`src/rtl/axi_lite_reg_sequencer.sv`:
```
// AXI-Lite slave to RegBus sequencer.
// Accepts AW, W and AR beats independently into 1-entry buffers. Pending
// writes and reads are arbitrated round-robin, and one RegBus access at a
// time is driven until the target acknowledges it. B and R responses are
// returned from holding registers, so master back-pressure never stalls
// the RegBus.
// Ports:
//   clk_i          clock
//   rst_ni         asynchronous active-low reset
//   axi_lite_req_i AXI-Lite request channels (aw, w, ar, b_ready, r_ready)
//   axi_lite_rsp_o AXI-Lite response channels (readies, b, r)
//   reg_req_o      RegBus request (addr, write, wdata, wstrb, valid)
//   reg_rsp_i      RegBus response (rdata, error, ready)

package axi_lite_reg_sequencer_pkg;

  localparam int unsigned AddrWidth = 32;
  localparam int unsigned DataWidth = 32;
  localparam int unsigned StrbWidth = DataWidth / 8;

  typedef struct packed {
    logic [AddrWidth-1:0] addr;
  } axi_lite_ax_t;

  typedef struct packed {
    logic [DataWidth-1:0] data;
    logic [StrbWidth-1:0] strb;
  } axi_lite_w_t;

  typedef struct packed {
    logic [1:0] resp;
  } axi_lite_b_t;

  typedef struct packed {
    logic [DataWidth-1:0] data;
    logic [1:0]           resp;
  } axi_lite_r_t;

  typedef struct packed {
    axi_lite_ax_t aw;
    logic         aw_valid;
    axi_lite_w_t  w;
    logic         w_valid;
    logic         b_ready;
    axi_lite_ax_t ar;
    logic         ar_valid;
    logic         r_ready;
  } axi_lite_req_t;

  typedef struct packed {
    logic        aw_ready;
    logic        w_ready;
    axi_lite_b_t b;
    logic        b_valid;
    logic        ar_ready;
    axi_lite_r_t r;
    logic        r_valid;
  } axi_lite_rsp_t;

  typedef struct packed {
    logic [AddrWidth-1:0] addr;
    logic                 write;
    logic [DataWidth-1:0] wdata;
    logic [StrbWidth-1:0] wstrb;
    logic                 valid;
  } reg_req_t;

  typedef struct packed {
    logic [DataWidth-1:0] rdata;
    logic                 error;
    logic                 ready;
  } reg_rsp_t;

endpackage

module axi_lite_reg_sequencer #(
  parameter int unsigned AddrWidth = 32,
  parameter int unsigned DataWidth = 32,
  parameter type axi_lite_req_t = axi_lite_reg_sequencer_pkg::axi_lite_req_t,
  parameter type axi_lite_rsp_t = axi_lite_reg_sequencer_pkg::axi_lite_rsp_t,
  parameter type reg_req_t      = axi_lite_reg_sequencer_pkg::reg_req_t,
  parameter type reg_rsp_t      = axi_lite_reg_sequencer_pkg::reg_rsp_t
) (
  input  logic          clk_i,
  input  logic          rst_ni,
  input  axi_lite_req_t axi_lite_req_i,
  output axi_lite_rsp_t axi_lite_rsp_o,
  output reg_req_t      reg_req_o,
  input  reg_rsp_t      reg_rsp_i
);

  localparam int unsigned StrbWidth = DataWidth / 8;
  localparam logic [1:0] RespOkay   = 2'b00;
  localparam logic [1:0] RespSlvErr = 2'b10;

  typedef enum logic [1:0] {StIdle, StWrite, StRead} state_e;
  typedef enum logic {PrioWr, PrioRd} prio_e;

  state_e state_q, state_d;
  prio_e  prio_q, prio_d;

  logic                 aw_full_q, w_full_q, ar_full_q, b_full_q, r_full_q;
  logic [AddrWidth-1:0] aw_addr_q, ar_addr_q;
  logic [DataWidth-1:0] w_data_q, r_data_q;
  logic [StrbWidth-1:0] w_strb_q;
  logic [1:0]           b_resp_q, r_resp_q;

  logic aw_hs, w_hs, ar_hs;
  logic wr_elig, rd_elig, wr_done, rd_done;

  // Beats accepted this cycle count as buffered for arbitration, so a
  // request can start the cycle after its last beat is accepted.
  assign aw_hs   = axi_lite_req_i.aw_valid & ~aw_full_q;
  assign w_hs    = axi_lite_req_i.w_valid  & ~w_full_q;
  assign ar_hs   = axi_lite_req_i.ar_valid & ~ar_full_q;
  assign wr_elig = (aw_full_q | aw_hs) & (w_full_q | w_hs) & ~b_full_q;
  assign rd_elig = (ar_full_q | ar_hs) & ~r_full_q;
  assign wr_done = (state_q == StWrite) & reg_rsp_i.ready;
  assign rd_done = (state_q == StRead)  & reg_rsp_i.ready;

  // State and arbitration-priority registers.
  always_ff @(posedge clk_i or negedge rst_ni) begin
    if (!rst_ni) begin
      state_q <= StIdle;
      prio_q  <= PrioWr;
    end else begin
      state_q <= state_d;
      prio_q  <= prio_d;
    end
  end

  // Next state, priority update and RegBus request drive.
  always_comb begin
    state_d   = state_q;
    prio_d    = prio_q;
    reg_req_o = '0;
    case (state_q)
      StIdle: begin
        if (wr_elig && (!rd_elig || prio_q == PrioWr)) begin
          state_d = StWrite;
        end else if (rd_elig) begin
          state_d = StRead;
        end
        if (wr_elig && rd_elig) begin
          prio_d = (prio_q == PrioWr) ? PrioRd : PrioWr;
        end
      end
      StWrite: begin
        reg_req_o.valid = 1'b1;
        reg_req_o.write = 1'b1;
        reg_req_o.addr  = aw_addr_q;
        reg_req_o.wdata = w_data_q;
        reg_req_o.wstrb = w_strb_q;
        if (reg_rsp_i.ready) state_d = StIdle;
      end
      StRead: begin
        reg_req_o.valid = 1'b1;
        reg_req_o.addr  = ar_addr_q;
        if (reg_rsp_i.ready) state_d = StIdle;
      end
      default: state_d = StIdle;
    endcase
  end

  // Input buffers: fill on handshake, drain when their access completes.
  always_ff @(posedge clk_i or negedge rst_ni) begin
    if (!rst_ni) begin
      aw_full_q <= 1'b0;
      w_full_q  <= 1'b0;
      ar_full_q <= 1'b0;
      aw_addr_q <= '0;
      ar_addr_q <= '0;
      w_data_q  <= '0;
      w_strb_q  <= '0;
    end else begin
      if (aw_hs) begin
        aw_full_q <= 1'b1;
        aw_addr_q <= axi_lite_req_i.aw.addr;
      end else if (wr_done) begin
        aw_full_q <= 1'b0;
      end
      if (w_hs) begin
        w_full_q <= 1'b1;
        w_data_q <= axi_lite_req_i.w.data;
        w_strb_q <= axi_lite_req_i.w.strb;
      end else if (wr_done) begin
        w_full_q <= 1'b0;
      end
      if (ar_hs) begin
        ar_full_q <= 1'b1;
        ar_addr_q <= axi_lite_req_i.ar.addr;
      end else if (rd_done) begin
        ar_full_q <= 1'b0;
      end
    end
  end

  // Response holding registers.
  always_ff @(posedge clk_i or negedge rst_ni) begin
    if (!rst_ni) begin
      b_full_q <= 1'b0;
      b_resp_q <= RespOkay;
      r_full_q <= 1'b0;
      r_resp_q <= RespOkay;
      r_data_q <= '0;
    end else begin
      if (wr_done) begin
        b_full_q <= 1'b1;
        b_resp_q <= reg_rsp_i.error ? RespSlvErr : RespOkay;
      end else if (b_full_q && axi_lite_req_i.b_ready) begin
        b_full_q <= 1'b0;
      end
      if (rd_done) begin
        r_full_q <= 1'b1;
        r_data_q <= reg_rsp_i.rdata;
        r_resp_q <= reg_rsp_i.error ? RespSlvErr : RespOkay;
      end else if (r_full_q && axi_lite_req_i.r_ready) begin
        r_full_q <= 1'b0;
      end
    end
  end

  // AXI-Lite response channels straight from buffer and holding state.
  always_comb begin
    axi_lite_rsp_o          = '0;
    axi_lite_rsp_o.aw_ready = ~aw_full_q;
    axi_lite_rsp_o.w_ready  = ~w_full_q;
    axi_lite_rsp_o.ar_ready = ~ar_full_q;
    axi_lite_rsp_o.b_valid  = b_full_q;
    axi_lite_rsp_o.b.resp   = b_resp_q;
    axi_lite_rsp_o.r_valid  = r_full_q;
    axi_lite_rsp_o.r.data   = r_data_q;
    axi_lite_rsp_o.r.resp   = r_resp_q;
  end

endmodule
```
`config.mk`:
```
export PLATFORM = sky130hd
export DESIGN_NAME = axi_lite_reg_sequencer
export DESIGN_NICKNAME = d
export VERILOG_FILES = /design/src/rtl/axi_lite_reg_sequencer.sv
export SDC_FILE = /design/constraint.sdc
export NUM_CORES = 1
export LEC_CHECK = 0
export ABC_AREA = 1
export CAP_MARGIN = 20
export CORE_UTILIZATION = 55
export CTS_CLUSTER_SIZE = 28
export DETAILED_ROUTE_END_ITERATION = 12
export DONT_BUFFER_PORTS = 1
export MAX_ROUTING_LAYER = met4
export PLACE_DENSITY = 0.7
export SKIP_LAST_GASP = 1
export SYNTH_ARGS = -nofsm -noshare
export SYNTH_HDL_FRONTEND = slang
export SYNTH_SLANG_ARGS = --single-unit
export TNS_END_PERCENT = 20
```
`constraint.sdc`:
```
create_clock -name clk_i -period 3 [get_ports clk_i]
set_clock_uncertainty 0.2 [all_clocks]
set_input_delay 0.6 -clock clk_i [delete_from_list [all_inputs] [get_ports clk_i]]
set_output_delay 0.6 -clock clk_i [all_outputs]
set_load 0.01 [all_outputs]
```
==> key figures, run 1 <==
Route
  – First-pass DRT Iterations: 7
  – Routed vias: 4696
  – Initial drt markers: 253
  – Routed len/inst: about 16 um
  – Routed Wire Length: 14560 um
  – # DRC: 0
  – Final ANT Viol Nets: 0
  – Via density per instance: 5.288

Finish
  – Fill cells: 951
  – Share of cells above drive strength 1: 7.086%
  – # diodes: 0
  – Nets@finish: 879
  – Area Overhead vs Synth: 11.04%

Worst setup path
  – RR Endpoint: r_data_q[17]$_DFFE_PN0P_
  – CP startpoint kind: flip-flop
  – Req. time, crit path: 2.20 ns
  – Critical Path Sink Type: primary output
  – Critical setup path kind: reg2out
  – R2R cell count: 5
  – Critical R2R Launch: state_q[0]$_DFFE_PN0P_
  – Crit path max fanout: 58
  – WP data arrival: 2.02 ns
  – FF-to-FF setup slack: about 1 ns

STA
  – Setup TNS: 0 ns
  – Slew Viols, Final: 0
  – Minimum clock period: 2.822 ns
  – Tcrit/Tclk final: 94.06%
  – Worst slew margin: 61.56%
  – RSZ-0062 raised after global routing: false
  – Tightest Pin Transition: 0.5760 ns
  – Hold Vio Cnt, Final: 142
  – # setup viols final: 0
  – Fmax: approximately 350 MHz
  – Min Hold Slack: -0.3244 ns

Yosys
  – Mapped Area: 0.006212 mm^2
  – Synth top cells by count: nand2_1, dfrtp_1, inv_1, a21oi_1, mux2_1
  – Post-synthesis sequential area ratio: 57.20%
  – Yosys top cell area share: between 50% and 60%
  – Synth warn: 0
  – Synth async-reset ratio: 100.0%
  – Synth top area cells: dfrtp_1, nand2_1, mux2_1
  – Netlist cell types: 20
  – Post-synth top flop: dfrtp_1
  – EDFF count, synth: 0
  – Mean Syn Cell Area: 8.361 um^2
  – Yosys reg bits: between 100 and 150
  – Count leader, synth: nand2_1
  – Yosys top cell by area: dfrtp_1
  – Cells after synthesis: 743

Floorplan
  – Die X: 108.3 um
  – Core Region: around 0.011 mm^2
  – IO Count: 252
  – DIE AREA: about 0.012 mm^2
  – Die height: approximately 110 um
  – Starting density of the core: 56.81%
  – Row cnt: 38

Global routing
  – GRT Overall Usage: 26.42%
  – Vias in the first global route: 4487
  – Overflow after GRT: 0
  – Global-route wire length before repair: 22270 um
  – Initial antenna violation count: 0
  – Largest net degree at the start of global routing: 143

Status
  – Failing checks: hold timing
  – Status: finished, violations left

Pwr
  – PD cells: ~1100 mW/mm^2
  – Lkg Pwr: 0.003749 uW
  – Maximum VDD drop: 625.1 uV

Clock network
  – CTS tree: done
  – TritonCTS Buffers: 17
  – H-tree levels: 4
  – Clk pin slew, worst setup/hold paths: 0.06 ns
  – Root Buffer Master: clkbuf_16
  – Deepest clock path buffer count: 2
  – CTS sink cnt: 142
  – Clk_lat worst skew: roughly 0.4 ns

Placement
  – Port Buffer Count: 0
  – Post-DP HPWL: 10260 um
  – GPL Wtd Cong: 0.9103

Flow run
  – Max cap viols: 0

Hold path
  – HP Class: in2async
## flip-flops by register name, summed over array words and instances (netlist names), 2 cells and up
register / cells
w_data_q: 32
state_q: 2
ar_addr_q: 32
w_strb_q: 4
aw_addr_q: 32
r_data_q: 32
## cell usage in the layout (no fill, tap or decap)
master      count
nand2_1       418
dfrtp_1       142
inv_1          51
a21oi_1        35
mux2_1         26
clkbuf_16      17
buf_4          10
nor2_1          9
mux2_2          6
o21ai_0         5
clkinv_4        4
clkinvlp_4      3
bufinv_16       3
clkbuf_1        3
inv_2           2
ha_1            2
conb_1          2
inv_6           2
buf_12          2
nor2_4          1
nand2_4         1
nand4_1         1
xor2_1          1
ha_2            1
clkinv_2        1
## worst max path at each step
stage | startpoint | end | depth (start not counted)
2_1_floorplan | state_q[1]$_DFFE_PN0P_ | reg_req_o[17] | 7
3_3_place_gp | state_q[0]$_DFFE_PN0P_ | reg_req_o[60] | 5
3_5_place_dp | state_q[0]$_DFFE_PN0P_ | reg_req_o[60] | 5
4_1_cts | state_q[0]$_DFFE_PN0P_ | reg_req_o[60] | 5
5_1_grt | state_q[1]$_DFFE_PN0P_ | reg_req_o[60] | 5
6_report | state_q[1]$_DFFE_PN0P_ | reg_req_o[45] | 5
## layer usage
metal  track usage [%]  share of wire [%]
met5                 -                  0
met4             12.16                2.7
met3             7.957                8.2
met2             41.40                 48
met1             31.45                 41
## worst max-delay path, cell delays in order (launching register included)
cell and delay, ns:
dfrtp_1 0.39, inv_1 0.09, ha_2 0.39, buf_12 0.29, nand2_1 0.09, a21oi_1 0.32
## metrics by stage
| stage | cells | instance area (um^2) | power (uW) | setup slack (ns) | utilization, % |
|---|---|---|---|---|---|
| floorplan | 744 | 6216 | 5003 | 0.8539 | - |
| global placement | 853 | 6272 | 5457 | 0.6155 | 57.36 |
| detailed placement | 853 | 6272 | 5576 | 0.5556 | 57.36 |
| CTS | 885 | 6872 | 7719 | 0.09810 | 62.84 |
| global route | 888 | 6898 | 8233 | 0.05200 | 63.08 |
| finish | 888 | 6898 | 7703 | 0.1783 | 63.08 |
## area by class of cell
cell class	count	area, um^2	area share, %
flip-flops and latches	142	3553	51.51
multi-input cells	508	2248	32.60
clock buffers	20	436.7	6.330
inverters	54	206.4	2.993
well taps	140	175.2	2.539
clock inverters	12	162.7	2.358
repair buffers	12	115.1	1.669
## report_power, final
part | leakage, uW | internal [uW] | switching (uW)
Sequential | 0.00175 | 2820 | 663
Clock | 0.000285 | 1310 | 797
Combinational | 0.00171 | 760 | 1350
Total | 0.00375 | 4900 | 2810
## cell families after synthesis
family | after synthesis | share of synthesized area (%)
other | 1 | 0.06037
muxes | 32 | 5.801
adders and majority gates | 3 | 0.6043
and+or+nand+nor | 430 | 26.26
AOI/OAI and AO/OA | 40 | 3.223
buffers and inverters | 94 | 6.707
xor gates and xnor gates | 1 | 0.1410
DFF | 142 | 57.20
## timing repair
action	in CTS	in global routing
setup buffers	0	3
resized for setup	0	1
endpoints found under the setup margin	0	1
endpoints found under the hold margin	142	142
(Power assumes the default switching activity.)
==> run 2, diff against run 1 <==
Settings changed: CORE_UTILIZATION 55 to 68, PLACE_DENSITY 0.7 to 0.82, TNS_END_PERCENT 20 to default.
==> key figures, run 2 (synthesis results as in run 1) <==
Status
  – Status: finished, violations left
  – Failing checks: hold timing

Worst setup path
  – Critical Path Sink Type: primary output
  – Crit path max-delay cell type: dfrtp_1
  – Req. time, crit path: 2.20 ns (about the same)
  – Crit path max fanout: 45 (-22%)
  – Max incr delay on CP: 0.40 ns (about the same)
  – Crit-path cells: inv_1 -> ha_2 -> buf_4 -> nand2_1 -> a21oi_1
  – CP startpoint kind: flip-flop
  – WP data arrival: 2.05 ns (+0.03 ns)
  – Critical setup path kind: reg2out

Global routing
  – Overflow after GRT: 0 (unchanged)
  – Largest net degree at the start of global routing: 143 (unchanged)
  – GRT Overall Usage: 41.91% (+15 points)
  – Global-route wire length before repair: 29650 um (+33%)
  – Initial antenna violation count: 0 (unchanged)
  – Vias in the first global route: 5739 (+28%)

STA
  – Tightest Pin Transition: 0.7443 ns (+0.1683 ns)
  – Tcrit/Tclk final: 95.09% (+1.0 points)
  – Worst setup margin: 0.1472 ns (-0.03109 ns)
  – Worst slew margin: 50.32% (-11 points)
  – Min Hold Slack: -0.4251 ns (-0.1007 ns)
  – Fmax: 350.5 MHz (-1.1%)
  – Setup TNS: 0 ns (unchanged)
  – Minimum clock period: 2.853 ns (+0.03109 ns)
  – Hold Vio Cnt, Final: 142 (unchanged)
  – RSZ-0062 raised after global routing: false
  – # setup viols final: 0 (unchanged)
  – Slew Viols, Final: 0 (unchanged)

Clock network
  – H-tree levels: 4 (unchanged)
  – TritonCTS Buffers: 17 (unchanged)
  – Hold_buf cts: 93
  – Clk pin slew, worst setup/hold paths: 0.07 ns (about the same)
  – Deepest clock path buffer count: 2 (unchanged)
  – Root Buffer Master: clkbuf_8
  – CTS sink cnt: 142 (unchanged)
  – CTS tree: done
  – Clk_lat worst skew: 0.51 ns (+0.10 ns)

Finish
  – # diodes: 0 (unchanged)
  – Multi-input logic area: 0.002248 mm^2 (unchanged)
  – Fill cells: 410 (-57%)
  – Share of cells above drive strength 1: 6.310% (-0.78 points)
  – Commonest non-fill, non-tap cells in the layout: nand2_1, dfrtp_1, dlygate4sd3_1
  – Nets@finish: 971 (+10%)
  – Area Overhead vs Synth: 24.19%
  – Register area: 0.003553 mm^2 (unchanged)
  – Most common cell after layout, fill and taps aside: nand2_1

Placement
  – GPL Wtd Cong: 0.9024 (-0.87%)
  – Place WS: 0.7834 ns (+0.2278 ns)
  – Port Buffer Count: 0 (unchanged)
  – Post-DP HPWL: 10260 um (about the same)

Floorplan
  – Row cnt: 34 (-11%)
  – Die height: 97.58 um (-9.9%)
  – DIE AREA: 0.009522 mm^2 (-19%)
  – Core Region: 0.008763 mm^2 (-20%)
  – Die X: 97.58 um (-9.9%)
  – Starting density of the core: 70.89% (+14 points)
  – IO Count: 252 (unchanged)

Route
  – # DRC: 0 (unchanged)
  – First-pass DRT Iterations: 6 (-1)
  – Routed Wire Length: 18600 um (+28%)
  – Routed vias: 5542 (+18%)
  – Routed len/inst: 19.61 um (+20%)
  – Via density per instance: 5.846 (+11%)
  – Final ANT Viol Nets: 0 (unchanged)
  – Initial drt markers: 471 (+86%)

Hold path
  – HP Class: in2async

Pwr
  – Switching share of power: 39.86% (+3.4 points)
  – PD cells: 1023 mW/mm^2 (-8.4%)
  – Sequential Power Share: 45.3% (about the same)
  – Internal: 4745 uW (-3.1%)
  – Lkg Pwr: 0.004112 uW (+9.7%)
  – NetSw: 3145 uW (+12%)
  – Maximum VDD drop: 658.1 uV (+5.3%)
  – Clk pwr share: 25.4% (-2.0 points)
  – Combinational Power Share: 29.3% (+2.0 points)

Flow run
  – Max cap viols: 0 (unchanged)
[run 2: changes by cell type in the layout (fill, tap and decap cells not counted), sizes merged]
cell,change
inv,+5
clkinv,-2
bufinv,-2
buf,-1
clkbuf,-1
dlygate4sd3,+93
[run 2: power groups by stage]
stage	Sequential (uW)	Combinational (uW)	Clock, uW
2_1_floorplan	3330	1670	0
3_3_place_gp	3490	1920	0
3_5_place_dp	3520	2040	0
4_1_cts	3510	2150	2000
5_1_grt	3660	2540	2100
6_report	3570	2310	2000
[run 2: per-layer routing]
layer	up-vias	GRT usage, %	wire length [um]
li1	2404	-	-
met1	2629	47.55	6557
met4	0	17.99	708
met3	85	11.15	1773
met5	-	-	0
met2	424	70.25	9555
[run 2: final cells by class]
class / count / share of cell area (%)
sequential: 142 / 46.06
multi-input combinational: 508 / 29.14
timing repair buffer: 104 / 13.14
clock buffer: 19 / 5.595
inverter: 54 / 2.627
tap: 108 / 1.752
clock inverter: 13 / 1.687
[run 2: worst paths after layout]
| kind | startpoint | to | slack [ns] | depth (start not counted) |
|---|---|---|---|---|
| max | state_q[1]$_DFFE_PN0P_ | reg_req_o[45] | 0.15 | 5 |
| max reg2reg | state_q[0]$_DFFE_PN0P_ | r_data_q[8]$_DFFE_PN0P_ | 0.90 | 5 |
| min reg2reg | w_data_q[14]$_DFFE_PN0P_ | w_data_q[14]$_DFFE_PN0P_ | 0.28 | 2 |
| min in group clk_i | axi_lite_req_i[57] | w_data_q[17]$_DFFE_PN0P_ | 0.01 | 2 |
| max in group asynchronous | rst_ni | r_data_q[7]$_DFFE_PN0P_ | 2.75 | 0 |
| min | rst_ni | ar_addr_q[9]$_DFFE_PN0P_ | -0.43 | 0 |
[run 2: metrics by stage]
stage | instances | utilization, % | area, um^2 | power (uW)
finish | 948 | 88.04 | 7715 | 7890
global route | 948 | 88.04 | 7715 | 8294
CTS | 948 | 88.04 | 7715 | 7661
detailed placement | 823 | 71.00 | 6222 | 5562
global placement | 823 | 71.00 | 6222 | 5403
floorplan | 744 | - | 6216 | 5003
[run 2: worst max-delay path, delay by kind of cell, from the launching register on]
| kind | cells | cell delay [ns] |
|---|---|---|
| adder cells (fa/ha/maj) | 1 | 0.18 |
| AO/OA/AOI/OAI | 1 | 0.30 |
| buffers and inverters | 2 | 0.48 |
| flip-flops | 1 | 0.40 |
| AND/OR/NAND/NOR | 1 | 0.18 |
[run 2: timing repair]
action,CTS,global route
setup buffers,0,0
endpoints found under the hold margin,235,142
resized for setup,0,0
setup endpoints to repair,0,0
